[src/rtl/demux_stream_nx.sv]
// ---------------------------------------------------------------------------
// demux_stream_nx
//   Registered 1-to-CH stream demultiplexer. An input word goes to the channel
//   selected by sel, or to every channel when bcast=1. Each channel keeps one
//   word in an output slot, and the block applies backpressure upstream.
//   Words addressed to a channel index >= CH are accepted and discarded.
//   A saturating counter records how many words were discarded.
//
// Handshake: a transfer happens on a rising clk edge where valid and ready
//   are both 1. valid must not depend on ready. Data must stay stable while
//   valid=1 and ready=0.
//
// Ports
//   clk        in   1          rising-edge clock
//   rst_n      in   1          asynchronous active-low reset
//   en         in   1          0 = stop accepting input; slots keep draining
//   in_valid   in   1          input word valid
//   in_ready   out  1          block can accept input this cycle
//   i          in   BIT        input word
//   sel        in   SEL_BIT    destination channel index
//   bcast      in   1          1 = write the word to every channel
//   out_valid  out  CH         per-channel output valid (slot full)
//   out_ready  in   CH         per-channel consumer ready
//   d          out  CH*BIT     channel k data on d[k*BIT +: BIT]; zero when empty
//   drop_cnt   out  CNT_BIT    saturating count of words dropped for sel >= CH
// ---------------------------------------------------------------------------
module demux_stream_nx #(
    parameter int BIT     = 3,
    parameter int CH      = 4,
    parameter int SEL_BIT = 2,
    parameter int CNT_BIT = 8
) (
    input  logic                 clk,
    input  logic                 rst_n,
    input  logic                 en,
    input  logic                 in_valid,
    output logic                 in_ready,
    input  logic [BIT-1:0]       i,
    input  logic [SEL_BIT-1:0]   sel,
    input  logic                 bcast,
    output logic [CH-1:0]        out_valid,
    input  logic [CH-1:0]        out_ready,
    output logic [CH*BIT-1:0]    d,
    output logic [CNT_BIT-1:0]   drop_cnt
);

    logic [BIT-1:0] slot_q [CH];
    logic [CH-1:0]  full_q;
    logic [CH-1:0]  avail;
    logic [CH-1:0]  sel_hit;
    logic [CH-1:0]  load;
    logic           sel_ok;
    logic           accept;
    logic           drop;

    // One-hot decode of sel. An index >= CH matches no channel, so sel_ok
    // doubles as the in-range test without a width-sensitive comparison.
    always_comb begin
        sel_hit = '0;
        for (int k = 0; k < CH; k++) begin
            sel_hit[k] = (32'(sel) == k);
        end
    end

    assign sel_ok = |sel_hit;

    // A slot that drains this cycle can take a new word in the same edge.
    assign avail = ~full_q | out_ready;

    always_comb begin
        in_ready = 1'b0;
        if (rst_n && en) begin
            if (bcast) begin
                in_ready = &avail;
            end else if (sel_ok) begin
                in_ready = |(avail & sel_hit);
            end else begin
                in_ready = 1'b1;
            end
        end
    end

    assign accept = in_valid & in_ready;
    assign drop   = accept & ~bcast & ~sel_ok;

    always_comb begin
        load = '0;
        if (accept) begin
            load = bcast ? {CH{1'b1}} : sel_hit;
        end
    end

    // The slot register is cleared when it empties, so d is zero on an idle
    // lane without any masking logic between the register and the port.
    always_ff @(posedge clk or negedge rst_n) begin
        if (!rst_n) begin
            full_q <= '0;
            for (int k = 0; k < CH; k++) begin
                slot_q[k] <= '0;
            end
        end else begin
            for (int k = 0; k < CH; k++) begin
                if (load[k]) begin
                    slot_q[k] <= i;
                    full_q[k] <= 1'b1;
                end else if (full_q[k] && out_ready[k]) begin
                    slot_q[k] <= '0;
                    full_q[k] <= 1'b0;
                end
            end
        end
    end

    always_ff @(posedge clk or negedge rst_n) begin
        if (!rst_n) begin
            drop_cnt <= '0;
        end else if (drop && (drop_cnt != {CNT_BIT{1'b1}})) begin
            drop_cnt <= drop_cnt + 1'b1;
        end
    end

    assign out_valid = full_q;

    always_comb begin
        d = '0;
        for (int k = 0; k < CH; k++) begin
            d[k*BIT +: BIT] = slot_q[k];
        end
    end

endmodule
[config.mk]
export PLATFORM = sky130hd
export DESIGN_NAME = demux_stream_nx
export DESIGN_NICKNAME = d
export VERILOG_FILES = /design/src/rtl/demux_stream_nx.sv
export SDC_FILE = /design/constraint.sdc
export NUM_CORES = 1
export LEC_CHECK = 0
export BUFFER_PORTS_ARGS = -buffer_cell sky130_fd_sc_hd__buf_2
export CORE_MARGIN = 5
export CORE_UTILIZATION = 50
export CTS_BUF_LIST = sky130_fd_sc_hd__clkbuf_8
export DETAILED_ROUTE_END_ITERATION = 7
export PLACE_DENSITY = 0.81
export SYNTH_ARGS = -nofsm -noshare
export SYNTH_HDL_FRONTEND = slang
export SYNTH_SLANG_ARGS = --single-unit
[constraint.sdc]
create_clock -name clk -period 2.15 [get_ports clk]
set_clock_uncertainty 0.05 [all_clocks]
set_input_delay 0.215 -clock clk [delete_from_list [all_inputs] [get_ports clk]]
set_output_delay 0.215 -clock clk [all_outputs]
set_load 0.05 [all_outputs]
==> metrics.md <==
| Metric | Value |
|---|---|
| Critical Path Source | out_valid[3]$_DFFE_PN0P_ |
| CTS root buf | clkbuf_8 |
| ANT nets after route | 0 |
| TritonCTS clock tree | done |
| Critical Path Start Type | flip-flop |
| # hold bufs at CTS | 1 |
| Sequential share of the synthesized area | 56.87% |
| Post-layout nets | 139 |
| Worst Setup End Kind | output pin |
| Longest Clk Path Bufs | 2 |
| Site Rows | 16 |
| Worst slew pin tran | 307.1 ps |
| Reg-to-reg setup timing slack | 420 ps |
| Post-Route Utilization | 66.73% |
| Fin cells | 151 |
| Placed Instances | 146 |
| Final Wtd Congestion | 0.8641 |
| Largest net degree at the start of global routing | 25 |
| Die width | 55.96 um |
| Fillers | 166 |
| Max-slew violation count | 0 |
| Unique masters post-synth | 17 |
| Final Critical Period | 2051 ps |
| Placeable Area | 0.001982 mm2 |
| Max Clk Rate | 487.7 MHz |
| Final Setup Violations | 0 |
| Vias in the first global route | 848 |
| CTS sink count | 24 |
| Port Buffers | 38 |
| Mapped cell area | 0.001056 mm2 |
| Clk slew on worst S/H paths | 80 ps |
| First-pass GRT wire length | 3622 um |
| Multi-input gate area | 410.4 um2 |
| Worst Path Arrival | 1790 ps |
| 1st-pass router iterations | 4 |
| Crit-path slowest cell | mux4_2 |
| CP bufs+invs | 1 |
| Final hold vios | 0 |
| Register area | 600.6 um2 |
| Synthesized flop and latch total | 24 |
| Max_cap viols | 0 |
| Starting Density | 53.28% |
| Crit path max-delay family | multiplexers |
| Crit path to | in_ready |
| Die Y | 55.96 um |
| RSZ-0062 raised after global routing | false |
| Synth warn | 0 |
| DRC violations left | 0 |
| Most frequent cells in the layout | buf_2 (38), dfrtp_1 (24), nand2_1 (20), mux2i_1 (12) |
| Path depth of the worst reg2reg path | 4 |
| Gr usage total | 14.20% |
| Syn nets | 102 |
| Power Dens Cells | 935.1 mW/mm2 |
| Post-CTS Setup Inserts | 0 |
| Routed vias/inst | 4.954 |
| CTS resizes | 0 |
| Diodes inserted | 0 |
| Worst min path class | in2reg |
| Hpwl dp | 1733 um |
| WP depth | 4 |
| Vias | 748 |
| CTS Buf Count | 3 |
| Layout cell share with drive strength beyond 1 | 44.35% |
| Leakage power | 0.0007934 uW |
| Critical-path cell list | nand2b_4, mux4_2, o2111a_1, buf_2 |
| Setup TNS | 0 ps |
| Crit-path max FO | 5 |
| WP data required | 1880 ps |
| Mean post-synth cell area | 12.00 um2 |
| Run status | finished clean |
| Worst slew margin | 79.46% |
| Reg2Reg Launch Point | out_valid[3]$_DFFE_PN0P_ |
| Cells after Synth | 88 |
| GR Overflow Total | 0 |
| Clock Latency Late Sink | 250 ps |
| Worst Setup Path Type | reg2out |
| H-tree Lvls | 1 |
| Initial antenna violation count | 0 |
| Most common cell after layout, fill and taps aside | buf_2 |
| Die area | 0.003131 mm2 |
| Area grow syn2layout | 25.24% |
| Starting DRC count in detailed routing | 17 |
| Period Utilization, post-route | 95.38% |
| VDD IR-drop max | 0.0008126 V |
| Crit path largest cell delay | 580 ps |
| Worst flop-to-flop path endpoint | d[7]$_DFFE_PN0P_ |
| Num ports | 39 |
| Wire per inst | 13.99 um |
| Routed wire length | 2113 um |
area by class of cell:
class	count	area share [%]
Clock buffer	4	4.163
Inverter	4	1.135
Multi-Input combinational cell	52	31.03
Sequential cell	24	45.41
Tap cell	27	2.554
Timing Repair Buffer	40	15.70
where the power goes:
part / internal (uW) / switching, uW / leakage, uW
registers: 508 / 32.2 / 0.000320
logic: 97.9 / 307 / 0.000445
clock network: 163 / 128 / 0.0000288
total: 769 / 468 / 0.000793
cell families (layout without fill, tap and decap cells):
logic type             Yosys count  count (layout)  synth area share (%)
and+or+nand+nor                 29              29                 14.93
buffers and inverters           12              48                 4.265
DFF                             24              24                 56.87
muxes                           13              13                 13.51
AOI/OAI and AO/OA               10              10                 10.43
worst min-delay path: stages:
cell and delay (ps):
buf_2 90, nand2b_4 120, nand2_1 40
per-layer routing:
layer  GRT usage, %  share of wire (%)  up-vias
met5              0                  0        -
met4          3.051               0.57        0
met3          3.248                4.8        2
met2          26.69                 52       18
met1          16.30                 42      363
li1               -                  -      365
flip-flops by register name, summed over array words and instances, names as in the netlist:
name,flops
d,12
out_valid,4
drop_cnt,8
worst min-delay path by stage:
| stage | slack [ps] | endpoint | from | depth (start not counted) |
|---|---|---|---|---|
| after CTS | 190 | out_valid[2]$_DFFE_PN0P_ | out_ready[2] | 3 |
| after global placement | 210 | d[1]$_DFFE_PN0P_ | rst_n | 2 |
| after detailed placement | 230 | drop_cnt[0]$_DFFE_PN0P_ | rst_n | 2 |
| after floorplan | -130 | d[0]$_DFFE_PN0P_ | rst_n | 0 |
| after global routing | 180 | out_valid[3]$_DFFE_PN0P_ | out_ready[3] | 3 |
| final | 190 | out_valid[3]$_DFFE_PN0P_ | out_ready[3] | 3 |
synth_stat cells (all sizes together):
master	number	area, um2
nand3	1	5.000
dfrtp	24	600.6
nand2	20	75.07
a41o	1	11.26
clkbuf	8	30.03
mux2i	12	120.1
a21oi	4	20.02
nand2b	6	67.56
mux4	1	22.52
o211ai	4	67.56
o2111a	1	11.26
nor2	1	3.750
inv	4	15.01
or2	1	6.260
per-stage QoR:
step | total power, uW | worst slack (ps) | hold WS [ps] | cell area [um2]
after floorplan | 844.8 | 115.0 | -130.6 | 1056
after global placement | 949.2 | 395.9 | 213.9 | 1257
after detailed placement | 960.8 | 380.9 | 226.2 | 1257
after CTS | 1253 | 91.08 | 189.4 | 1323
after global routing | 1297 | 24.05 | 184.6 | 1323
final | 1237 | 99.42 | 190.0 | 1323
Power figures use the tool's default switching activity.
